[src/rtl/cfa_pkg.sv]
// Shared encodings for the CFA colour-difference equation blocks.
// OUT_W = PIX_W + 3 is exposed via out_w() so every block derives it the same way.
package cfa_pkg;

    typedef enum logic [1:0] {
        MODE_FULL  = 2'd0,
        MODE_ANTI  = 2'd1,
        MODE_MAIN  = 2'd2,
        MODE_ADAPT = 2'd3
    } mode_e;

    typedef enum logic [1:0] {
        DIR_FULL = 2'd0,
        DIR_ANTI = 2'd1,
        DIR_MAIN = 2'd2
    } dir_e;

    localparam logic [1:0] SH_FULL = 2'd2;
    localparam logic [1:0] SH_DIAG = 2'd1;

    function automatic int out_w(input int pix_w);
        return pix_w + 3;
    endfunction

endpackage

[src/rtl/cfa_div_pow2.sv]
// Combinational signed divide by 2^sh_i (sh_i in 0..2).
// ROUND_EN=0 truncates toward zero, ROUND_EN=1 rounds half away from zero.
module cfa_div_pow2 #(
    parameter int W        = 15,
    parameter bit ROUND_EN = 1'b0
) (
    input  logic signed [W-1:0] num_i,
    input  logic        [1:0]   sh_i,
    output logic signed [W-1:0] q_o
);

    logic [W-1:0] pow_w;
    assign pow_w = W'(1) << sh_i;

    generate
        if (ROUND_EN) begin : g_round
            logic [W-1:0] mag;
            logic [W-1:0] rnd;
            assign mag = num_i[W-1] ? W'(-num_i) : W'(num_i);
            assign rnd = (mag + (pow_w >> 1)) >> sh_i;
            assign q_o = num_i[W-1] ? -$signed(rnd) : $signed(rnd);
        end else begin : g_trunc
            // Bias negatives by 2^sh-1 so the arithmetic shift truncates toward zero.
            logic        [W-1:0] bias;
            logic signed [W-1:0] biased;
            assign bias   = num_i[W-1] ? (pow_w - W'(1)) : '0;
            assign biased = num_i + $signed(bias);
            assign q_o    = biased >>> sh_i;
        end
    endgenerate

endmodule

[src/rtl/cfa_diag_diff_pipe.sv]
// Three-stage diagonal G-RB colour-difference estimator with global-stall flow control.
// Define CFA_DIFF_ROUND_EN to round half away from zero instead of truncating.
module cfa_diag_diff_pipe
    import cfa_pkg::*;
#(
    parameter  int PIX_W = 12,
    parameter  int CNT_W = 16,
    localparam int OUT_W = out_w(PIX_W)
) (
    input  logic                    clk,
    input  logic                    rst,
    input  logic                    in_valid,
    output logic                    in_ready,
    input  logic [1:0]              mode,
    input  logic [PIX_W-1:0]        G_m1_m1,
    input  logic [PIX_W-1:0]        G_m1_p1,
    input  logic [PIX_W-1:0]        G_p1_m1,
    input  logic [PIX_W-1:0]        G_p1_p1,
    input  logic [PIX_W-1:0]        RB_m1_m1,
    input  logic [PIX_W-1:0]        RB_m1_p1,
    input  logic [PIX_W-1:0]        RB_p1_m1,
    input  logic [PIX_W-1:0]        RB_p1_p1,
    output logic                    out_valid,
    input  logic                    out_ready,
    output logic signed [OUT_W-1:0] out,
    output logic [1:0]              out_dir,
    output logic [CNT_W-1:0]        out_cnt
);

`ifdef CFA_DIFF_ROUND_EN
    localparam bit ROUND_EN = 1'b1;
`else
    localparam bit ROUND_EN = 1'b0;
`endif

    localparam int DW = PIX_W + 2;

    function automatic logic [PIX_W-1:0] absdiff(input logic [PIX_W-1:0] a, input logic [PIX_W-1:0] b);
        return (a >= b) ? (a - b) : (b - a);
    endfunction

    logic adv;
    logic v1_q, v2_q, v3_q;

    // Whole pipe freezes together; bubbles are not squeezed out.
    assign adv      = out_ready || !v3_q;
    assign in_ready = adv;

    // S1: diagonal sums and gradients
    logic [PIX_W:0]         g_a, g_m, rb_a, rb_m;
    logic signed [DW-1:0]   dga_d, dgm_d, dga_q, dgm_q;
    logic [PIX_W-1:0]       grada_d, gradm_d, grada_q, gradm_q;
    mode_e                  mode1_q;

    assign g_a     = {1'b0, G_m1_p1}  + {1'b0, G_p1_m1};
    assign g_m     = {1'b0, G_m1_m1}  + {1'b0, G_p1_p1};
    assign rb_a    = {1'b0, RB_m1_p1} + {1'b0, RB_p1_m1};
    assign rb_m    = {1'b0, RB_m1_m1} + {1'b0, RB_p1_p1};
    assign dga_d   = $signed({1'b0, g_a}) - $signed({1'b0, rb_a});
    assign dgm_d   = $signed({1'b0, g_m}) - $signed({1'b0, rb_m});
    assign grada_d = absdiff(RB_m1_p1, RB_p1_m1);
    assign gradm_d = absdiff(RB_m1_m1, RB_p1_p1);

    always_ff @(posedge clk or posedge rst) begin
        if (rst) begin
            v1_q    <= 1'b0;
            mode1_q <= MODE_FULL;
            dga_q   <= '0;
            dgm_q   <= '0;
            grada_q <= '0;
            gradm_q <= '0;
        end else if (adv) begin
            v1_q    <= in_valid;
            mode1_q <= mode_e'(mode);
            dga_q   <= dga_d;
            dgm_q   <= dgm_d;
            grada_q <= grada_d;
            gradm_q <= gradm_d;
        end
    end

    // S2: path selection
    mode_e                   sel;
    logic signed [OUT_W-1:0] num_d, num2_q;
    logic [1:0]              sh_d, sh2_q;
    dir_e                    dir_d, dir2_q;

    always_comb begin
        sel = mode1_q;
        if (mode1_q == MODE_ADAPT) begin
            if (grada_q < gradm_q)      sel = MODE_ANTI;
            else if (gradm_q < grada_q) sel = MODE_MAIN;
            else                        sel = MODE_FULL;
        end
        num_d = OUT_W'(dga_q) + OUT_W'(dgm_q);
        sh_d  = SH_FULL;
        dir_d = DIR_FULL;
        case (sel)
            MODE_ANTI: begin
                num_d = OUT_W'(dga_q);
                sh_d  = SH_DIAG;
                dir_d = DIR_ANTI;
            end
            MODE_MAIN: begin
                num_d = OUT_W'(dgm_q);
                sh_d  = SH_DIAG;
                dir_d = DIR_MAIN;
            end
            default: ;
        endcase
    end

    always_ff @(posedge clk or posedge rst) begin
        if (rst) begin
            v2_q   <= 1'b0;
            num2_q <= '0;
            sh2_q  <= SH_FULL;
            dir2_q <= DIR_FULL;
        end else if (adv) begin
            v2_q   <= v1_q;
            num2_q <= num_d;
            sh2_q  <= sh_d;
            dir2_q <= dir_d;
        end
    end

    // S3: scale and count accepted results
    logic signed [OUT_W-1:0] q_d, out_q;
    dir_e                    dir3_q;
    logic [CNT_W-1:0]        cnt_q;

    cfa_div_pow2 #(
        .W        (OUT_W),
        .ROUND_EN (ROUND_EN)
    ) u_div (
        .num_i (num2_q),
        .sh_i  (sh2_q),
        .q_o   (q_d)
    );

    always_ff @(posedge clk or posedge rst) begin
        if (rst) begin
            v3_q   <= 1'b0;
            out_q  <= '0;
            dir3_q <= DIR_FULL;
        end else if (adv) begin
            v3_q   <= v2_q;
            out_q  <= q_d;
            dir3_q <= dir2_q;
        end
    end

    always_ff @(posedge clk or posedge rst) begin
        if (rst)                    cnt_q <= '0;
        else if (v3_q && out_ready) cnt_q <= cnt_q + CNT_W'(1);
    end

    assign out_valid = v3_q;
    assign out       = out_q;
    assign out_dir   = dir3_q;
    assign out_cnt   = cnt_q;

endmodule

[config.mk]
export PLATFORM = sky130hd
export DESIGN_NAME = cfa_diag_diff_pipe
export DESIGN_NICKNAME = d
export VERILOG_FILES = /design/src/rtl/cfa_pkg.sv /design/src/rtl/cfa_div_pow2.sv /design/src/rtl/cfa_diag_diff_pipe.sv
export SDC_FILE = /design/constraint.sdc
export NUM_CORES = 1
export LEC_CHECK = 0
export CAP_MARGIN = 15
export CELL_PAD_IN_SITES_DETAIL_PLACEMENT = 1
export CELL_PAD_IN_SITES_GLOBAL_PLACEMENT = 1
export CORE_ASPECT_RATIO = 0.5
export CORE_MARGIN = 5
export CORE_UTILIZATION = 44
export DETAILED_ROUTE_END_ITERATION = 10
export MAX_ROUTING_LAYER = met4
export PLACE_DENSITY = 0.82
export SYNTH_ARGS = -nofsm -noshare
export SYNTH_HDL_FRONTEND = slang
export SYNTH_SLANG_ARGS = --single-unit
[constraint.sdc]
create_clock -name clk -period 4.3 [get_ports clk]
set_input_delay 0.43 -clock clk [delete_from_list [all_inputs] [get_ports clk]]
set_output_delay 0.43 -clock clk [all_outputs]
set_load 0.01 [all_outputs]
==> reports/summary.txt <==
STATUS
----------------------------------------------------------------------------------------------------
Result of the run ..................................................................... finished, final reports clean

PLACEMENT
----------------------------------------------------------------------------------------------------
Pre-CTS setup slack ...................................................................    -0.134 ns
Estimated wirelength of the detail-placed design ...................................... 25300 microns
Inst Count DP .........................................................................         1699
GPL Wtd Cong ..........................................................................        0.892
Number of port buffers ................................................................          136

GLOBAL ROUTING
----------------------------------------------------------------------------------------------------
GRT Resource Usage Total ..............................................................        0.227
Global-route wire length before repair ................................................ 50700 microns
Number of antenna violations at the first check in global routing .....................            1
Global route total overflow ...........................................................            0
Largest net degree at the start of global routing .....................................           61
Vias in the first global route ........................................................        10300

STA
----------------------------------------------------------------------------------------------------
Worst setup skew after layout .........................................................    0.0121 ns
RSZ-0062 raised after global routing ..................................................        false
Share of the clock period used by the worst path ......................................        0.935
Max-slew violation total from the final report ........................................            0
Top achievable clock speed ............................................................      249 MHz
Final Hold Vio Count ..................................................................            0
Fin crit period .......................................................................      4.02 ns
Worst hold margin .....................................................................     0.470 ns
Post-route setup slack ................................................................     0.280 ns
Transition at the pin with the smallest max-transition slack ..........................      1.15 ns
Relative slew slack ...................................................................        0.229
Total of endpoints with negative setup slack in the final report ......................            0

CTS
----------------------------------------------------------------------------------------------------
Clock-pin slew reported for the worst setup and hold paths after clock tree synthesis .      0.09 ns
CTS HTree Levels ......................................................................            3
Sinks on the clock net ................................................................          109
Clock tree root buffer cell ........................................................... sky130_fd_sc_hd__clkbuf_16
Total CTS buffers .....................................................................            9
CTS tree ..............................................................................          yes
Worst-skew pair later-pin latency .....................................................      0.37 ns
Maximum root-to-sink buffer count .....................................................            2

POWER
----------------------------------------------------------------------------------------------------
Internal power ........................................................................      4.10 mW
Power consumption .....................................................................      7.77 mW
Switching power .......................................................................      3.67 mW
Combinational fraction of design power ................................................        0.641
P_leak ................................................................................      6.27 nW
Power per cell area ...................................................................  600 nW/um^2
Relative contribution of sequential cells to total power ..............................        0.246
Worst IR drop on VDD ..................................................................     0.274 mV
Share of total power in the clock network .............................................        0.113
Sw frac ...............................................................................        0.473

SETUP PATH
----------------------------------------------------------------------------------------------------
CP max-delay cell ..................................................................... sky130_fd_sc_hd__fa_1
Bufs and invs on worst path ...........................................................            4
Critical path endpoint category .......................................................    flip-flop
CP Cell Sequence ...................................................................... clkdlybuf4s50_1, inv_1, fa_1, inv_1, fa_1, inv_1, ha_1, fa_1, a21o_1, a21oi_1, nor2b_1, o211a_1, o31a_1, o41ai_2, xor2_1, o21ai_1
Setup crit start kind .................................................................   input port
Worst reg2reg startpoint .............................................................. gradm_q[2]$_DFFE_PP0P_
Top cell family by delay on the critical path .........................................  adder cells
Crit path kind ........................................................................    in -> reg
Delay of the slowest critical-path stage ..............................................      0.52 ns
CP required ...........................................................................      4.54 ns
Number of cells traversed by the worst register-to-register path ......................           10
Minimum setup slack among reg-to-reg paths ............................................      0.40 ns
Capture instance of the worst register-to-register path ............................... num2_q[11]$_DFFE_PP0P_
Crit path DAT .........................................................................      4.26 ns
Worst Path Max Fanout .................................................................            2

YOSYS
----------------------------------------------------------------------------------------------------
Instance count of the mapped netlist ..................................................         1243
Sequential cell area fraction in the yosys report .....................................        0.252
Mean post-synth cell area .............................................................   8.72 sq um
Netlist area before placement .........................................................  10800 sq um
Count of distinct cell types in the synthesized netlist ...............................           76
Count of flip-flops with a built-in enable after synthesis ............................            0
Ys async rst share ....................................................................         1.00
Number of warnings reported in the yosys synthesis log ................................            0
Prevailing post-synth register cell ................................................... sky130_fd_sc_hd__dfrtp_1
Number of flip-flops and latches in the synthesized netlist ...........................          109

FINISH
----------------------------------------------------------------------------------------------------
Final layout net count ................................................................         1673
Final core utilization ................................................................        0.537
Final Non-Filler Cells ................................................................         1716
Commonest cells after routing, fill and taps aside .................................... sky130_fd_sc_hd__inv_1 (171), sky130_fd_sc_hd__ha_1 (143), sky130_fd_sc_hd__clkdlybuf4s50_1 (136)
Leading cell type in the layout, fill and taps excluded ............................... sky130_fd_sc_hd__inv_1
Fraction of final layout cells with drive strength greater than 1 .....................       0.0442
Layout area overhead ..................................................................        19.4%

DETAILED ROUTING
----------------------------------------------------------------------------------------------------
Post-Route WL ......................................................................... 31000 microns
Antenna violation net count after detailed routing ....................................            0
Via count of the routed design ........................................................         9202
Number of remaining DRC errors ........................................................            0
1st-iter DRT viols ....................................................................          395
Routed via count divided by cell count ................................................         5.36
Detailed-route wire length per cell ................................................... 18.1 microns
Drt first pass iters ..................................................................            6

WORST HOLD PATH
----------------------------------------------------------------------------------------------------
Hold worst-path end ................................................................... out_dir[1]$_DFFE_PP0P_
Type of the tightest min-delay check ..................................................   reg -> reg
Number of cells traversed by the worst hold path ......................................            2
Critical hold path startpoint ......................................................... out_dir[1]$_DFFE_PP0P_

FLOORPLANNING
----------------------------------------------------------------------------------------------------
Area of the die .......................................................................  28100 sq um
IO Pins ...............................................................................          137
Die Ht ................................................................................  121 microns
Core Area .............................................................................  24100 sq um
Chip Width ............................................................................  232 microns
Initial Utilization ...................................................................        0.450
Placement row count ...................................................................           40

JOB
----------------------------------------------------------------------------------------------------
Max cap viols .........................................................................            0

==> kinds of logic (layout without fill, tap and decap cells) <==
logic type               Yosys count  in the layout  synth area share
flip-flops                       109            109             0.252
other                              1              4          0.000346
multiplexers                      40             40            0.0378
buffers and inverters            211            345            0.0756
adder cells (fa/ha/maj)          197            197             0.265
AND/OR/NAND/NOR                  316            316             0.132
AO/OA/AOI/OAI                    294            294             0.177
XOR/XNOR                          75             75            0.0606
==> metal layers <==
metal,track usage,vias up,share of wire
li1,-,4435,-
met1,0.278,4604,0.45
met2,0.402,125,0.51
met3,0.0318,38,0.027
met4,0.0509,0,0.016
met5,-,-,0
==> power groups by stage <==
stage	Sequential [mW]	Combinational (mW)	Clock (mW)
floorplan	1.80	3.45	0
global placement	1.90	4.65	0
detailed placement	1.92	4.90	0
CTS	1.91	4.97	0.895
global route	1.97	5.51	0.939
finish	1.91	4.98	0.878
==> flip-flops by register name, summed over array words and instances, names as in the netlist <==
register	flops
dga_q	14
dgm_q	14
dir2_q	2
grada_q	12
gradm_q	12
mode1_q	2
num2_q	15
out	15
out_cnt	16
out_dir	2
out_valid	1
sh2_q	2
v1_q	1
v2_q	1
==> worst max path at each step <==
stage,from,endpoint,cells past startpoint
after global routing,RB_m1_m1[0],dgm_q[13]$_DFFE_PP0P_,15
after CTS,RB_m1_p1[0],dga_q[12]$_DFFE_PP0P_,16
after global placement,RB_m1_p1[0],dga_q[12]$_DFFE_PP0P_,16
after detailed placement,RB_m1_p1[0],dga_q[12]$_DFFE_PP0P_,16
final,RB_m1_p1[0],dga_q[12]$_DFFE_PP0P_,16
after floorplan,RB_m1_p1[0],dga_q[12]$_DFFE_PP0P_,15
==> worst min-delay path: cells and delay by family (launching register included) <==
kind	cells	cell delay, ns
flops	1	0.35
simple gates	2	0.10
==> cells in the mapped netlist, types with 12 or more instances <==
library cell | number | area, sq um
sky130_fd_sc_hd__xnor2_1 | 42 | 368
sky130_fd_sc_hd__dfrtp_1 | 108 | 2700
sky130_fd_sc_hd__a31oi_1 | 14 | 87.6
sky130_fd_sc_hd__clkbuf_1 | 29 | 109
sky130_fd_sc_hd__o21ai_0 | 52 | 260
sky130_fd_sc_hd__a21o_1 | 18 | 135
sky130_fd_sc_hd__nand2_1 | 108 | 405
sky130_fd_sc_hd__xor2_1 | 33 | 289
sky130_fd_sc_hd__inv_1 | 172 | 646
sky130_fd_sc_hd__nand3_1 | 16 | 80.1
sky130_fd_sc_hd__mux2i_1 | 32 | 320
sky130_fd_sc_hd__nor3_1 | 12 | 60.1
sky130_fd_sc_hd__a211oi_1 | 12 | 90.1
sky130_fd_sc_hd__nor2b_1 | 17 | 106
sky130_fd_sc_hd__o21ai_1 | 12 | 60.1
sky130_fd_sc_hd__nor2_1 | 105 | 394
sky130_fd_sc_hd__fa_1 | 54 | 1080
sky130_fd_sc_hd__ha_1 | 143 | 1790
sky130_fd_sc_hd__a21oi_1 | 92 | 460
==> metrics by stage <==
step                      cell area (sq um)  TNS, ns
after floorplan                       10900        0
after CTS                             12900        0
after global placement                12600        0
after global routing                  13000        0
final                                 13000        0
after detailed placement              12600   -0.151
==> repair_timing <==
action | in CTS | in global routing
resized for setup | 0 | 1
buffers inserted | 0 | 0
hold endpoints to repair | 0 | 0
endpoints found under the setup margin | 0 | 1
hold buffers | 0 | 0
==> area by class of cell <==
type                       count  area [sq um]
clock buffer                   9           225
fill                        2850         11200
sequential                   109          2730
inverter                     175           659
tap                          336           420
multi-input combinational    925          7320
antenna                        1          2.50
clock inverter                 7          87.6
timing repair buffer         154          1510
(Power assumes the default switching activity.)
==> variant 1 (same flow settings) <==
The option `CFA_DIFF_ROUND_EN` is turned on by a define.
--- a/src/rtl/cfa_diag_diff_pipe.sv
+++ b/src/rtl/cfa_diag_diff_pipe.sv
@@ -2,2 +2,4 @@
 // Define CFA_DIFF_ROUND_EN to round half away from zero instead of truncating.
+`define CFA_DIFF_ROUND_EN
+
 module cfa_diag_diff_pipe
Function: changed (a bounded check fails within 4 cycles, from zero or initial values and one cycle with rst high).
==> variant 1 against the unedited design <==
- synthesized area increased by 2.4%
- critical path depth decreased by 3
- setup slack got worse by 75 ps
- utilization increased by 0.86 points
- design area increased by 5.4%
- wire length increased by 6.9%
- sequential cell count unchanged
- sequential share of layout area decreased by 1.1 points
- power increased by 17%
==> variant 1: results <==
export IMPL_nNonClkInverters=139
export IMPL_buffer_area_share_pct=14.0
export IMPL_r2r_start="num2_q[1]$_DFFE_PP0P_"
export IMPL_whs_endpoint="out_valid$_DFFE_PP0P_"
export IMPL_drt_pass1_iterations=4
export IMPL_reg2reg_depth=13
export IMPL_grt_max_degree=89
export IMPL_wl_mm=33.1
export IMPL_critPathArrivalTime_ps=4380
export IMPL_dp_hpwl_mm=26.7
export IMPL_ys_types=74
export IMPL_comb_multi_input_count=999
export IMPL_synth_area_leaders="dfrtp_1 (24%), ha_1 (15%), fa_1 (9.7%)"
export IMPL_worst_r2r_endpoint="out[14]$_DFFE_PP0P_"
export IMPL_nClkBuffers=11
export IMPL_fillerInstances=3016
export IMPL_power_uw=9110
export IMPL_relSlewSlack_pct=39.1
export IMPL_ys_top_cells_by_count="inv_1 (138), ha_1 (132), nor2_1 (119), nand2_1 (117), dfrtp_1 (108)"
export IMPL_share_seq_of_total_power_pct=21.7
export IMPL_nNetsFinal=1756
export IMPL_first_iter_violations=569
export IMPL_post_route_min_period_ps=4100
export IMPL_clk_share_pct=2.16
export IMPL_grt_pass1_vias=10900
export IMPL_synth_mux_area_fraction_pct=2.98
export IMPL_p_comb_share_pct=69.0
export IMPL_power_switching_uw=4440
export IMPL_vias=9936
export IMPL_n_all_buffers=210
export IMPL_synth_compound_area_share_pct=19.6
export IMPL_cp_top_family="simple AND/OR/NAND/NOR gates"
export IMPL_hp_start="v2_q$_DFFE_PP0P_"
export IMPL_antenna_found_initial=2
export IMPL_cp_max_fo=8
export IMPL_whs_path_depth=1
export IMPL_cts_sinks=109
export IMPL_finClkSkew_ps=8.86
export IMPL_slowest_delay_ps=560
export IMPL_largest_reg_flops=16
export IMPL_drive_gt1_share_pct=9.16
export IMPL_grt_pass1_wl_mm=54.4
export IMPL_leakage_uw=0.00621
export IMPL_rrSetupSlack_ps=200
export IMPL_status="completed"
export IMPL_peakVddDrop_v=0.000345
export IMPL_gp_congestion=0.931
export IMPL_cpMaxStageDelayCell="or4b_4"
[variant 1: cell count changes in the layout (fill, tap and decap cells not counted), moves of 9 or more]
cell     unedited run  this run
nand2_1           108       117
nor2_1            105       119
xnor2_1            42        54
a31oi_1            14         4
buf_4              17        74
a21o_1             18         9
inv_1             171       136
nor3_1             12        21
ha_1              143       132
o21ai_0            52        82
mux2i_1            32        23
[variant 1: repair_timing]
item | 4_1_cts | 5_1_grt
resized for setup | 6 | 32
setup buffers | 0 | 5
pin swaps | 0 | 15
endpoints found under the setup margin | 5 | 15
gates cloned | 0 | 0
[variant 1: per-layer routing]
metal / track usage (%) / vias to the layer above / part of all wire (%)
met5: - / - / 0
met4: 5.03 / 0 / 1.6
met3: 3.30 / 45 / 3.1
met2: 42.2 / 157 / 51
met1: 28.6 / 4959 / 45
li1: - / 4775 / -
==> variant 2 (same flow settings) <==
Without the edit above. Reset style: synchronous (`rst`), changed in 4 clocked blocks.
--- a/src/rtl/cfa_diag_diff_pipe.sv
+++ b/src/rtl/cfa_diag_diff_pipe.sv
@@ -63,3 +63,3 @@
 
-    always_ff @(posedge clk or posedge rst) begin
+    always_ff @(posedge clk) begin
         if (rst) begin
@@ -112,3 +112,3 @@
 
-    always_ff @(posedge clk or posedge rst) begin
+    always_ff @(posedge clk) begin
         if (rst) begin
@@ -140,3 +140,3 @@
 
-    always_ff @(posedge clk or posedge rst) begin
+    always_ff @(posedge clk) begin
         if (rst) begin
@@ -152,3 +152,3 @@
 
-    always_ff @(posedge clk or posedge rst) begin
+    always_ff @(posedge clk) begin
         if (rst)                    cnt_q <= '0;
Behaviour: differs if rst is asserted again (counterexample within 4 cycles, from zero or initial values and one cycle with rst high); with rst held inactive, the same outputs for 10 cycles.
==> variant 2 against the unedited design <==
- power down 33%
- register-to-register slack better by 60 ps
- via count up 8.4%
- synthesized area is 1.0% lower
- wire length grew 6.3%
- setup slack worse by 71 ps
- sequential share of layout area decreased by 4.1 points
- sequential cell count is the same
- combinational power fell by 43%
- design area fell by 0.87%
- largest cell class unchanged
- largest power group unchanged
==> variant 2: results <==
export IMPL_synth_xor_area_share_pct=5.31
export IMPL_ys_top_cells_by_count="inv_1 (189), ha_1 (143), nand2_1 (143), dfxtp_1 (109), a21oi_1 (96)"
export IMPL_nNonClkInverters=190
export IMPL_use_met1_pct=31.4
export IMPL_status="completed"
export IMPL_pre_cts_ws_ps=-329
export IMPL_slowest_delay_ps=500
export IMPL_reg2reg_depth=13
export IMPL_track_usage_pct=24.4
export IMPL_drive_gt1_share_pct=4.45
export IMPL_m1WireLength_mm=15.4
export IMPL_gp_congestion=0.916
export IMPL_routed_wl_met2_mm=15.9
export IMPL_leakage_uw=0.00602
export IMPL_yosys_area_share_adder_pct=26.7
export IMPL_multi_input_area_share_pct=59.9
export IMPL_synth_compound_area_share_pct=20.1
export IMPL_whs_endpoint="out[14]$_SDFFE_PP0P_"
export IMPL_worst_r2r_endpoint="out[11]$_SDFFE_PP0P_"
export IMPL_fillerInstances=2952
export IMPL_n_all_buffers=162
export IMPL_nNetsFinal=1776
export IMPL_antenna_cells=0
export IMPL_grt_pass1_vias=10700
export IMPL_synth_mux_area_fraction_pct=2.65
-- variant 2: power by group through the flow --
| stage | logic [µW] | registers (µW) | clock network [µW] |
|---|---|---|---|
| final | 2830 | 1530 | 867 |
| after global routing | 3150 | 1570 | 924 |
| after CTS | 2810 | 1530 | 886 |
| after detailed placement | 2780 | 1550 | 0 |
| after global placement | 2670 | 1540 | 0 |
| after floorplan | 1940 | 1450 | 0 |
-- variant 2: metrics by stage --
| stage | area, µm² | total power, µW | utilization [%] | std cells | hold WS [ps] |
|---|---|---|---|---|---|
| global route | 12800 | 5640 | 53.6 | 1797 | 481 |
| global placement | 12500 | 4210 | 52.2 | 1781 | 433 |
| detailed placement | 12500 | 4330 | 52.2 | 1781 | 447 |
| floorplan | 10700 | 3390 | - | 1350 | 425 |
| finish | 12800 | 5220 | 53.6 | 1797 | 458 |
| CTS | 12800 | 5230 | 53.5 | 1797 | 463 |
-- variant 2: timing repair --
action                     CTS  global route
setup endpoints to repair    0             1
resized for setup            0             2
hold endpoints to repair     0             0
hold buffers                 0             0
-- variant 2: worst max path at each step --
stage | from | endpoint | slack (ps) | cells after the start
6_report | RB_m1_m1[0] | dgm_q[12]$_SDFFE_PP0P_ | 210 | 16
5_1_grt | RB_m1_m1[0] | dgm_q[12]$_SDFFE_PP0P_ | 40 | 16
4_1_cts | RB_m1_m1[0] | dgm_q[12]$_SDFFE_PP0P_ | 50 | 16
3_5_place_dp | RB_m1_m1[0] | dgm_q[12]$_SDFFE_PP0P_ | -330 | 16
3_3_place_gp | RB_m1_m1[0] | dgm_q[12]$_SDFFE_PP0P_ | -140 | 16
2_1_floorplan | RB_m1_m1[0] | dgm_q[12]$_SDFFE_PP0P_ | 500 | 15
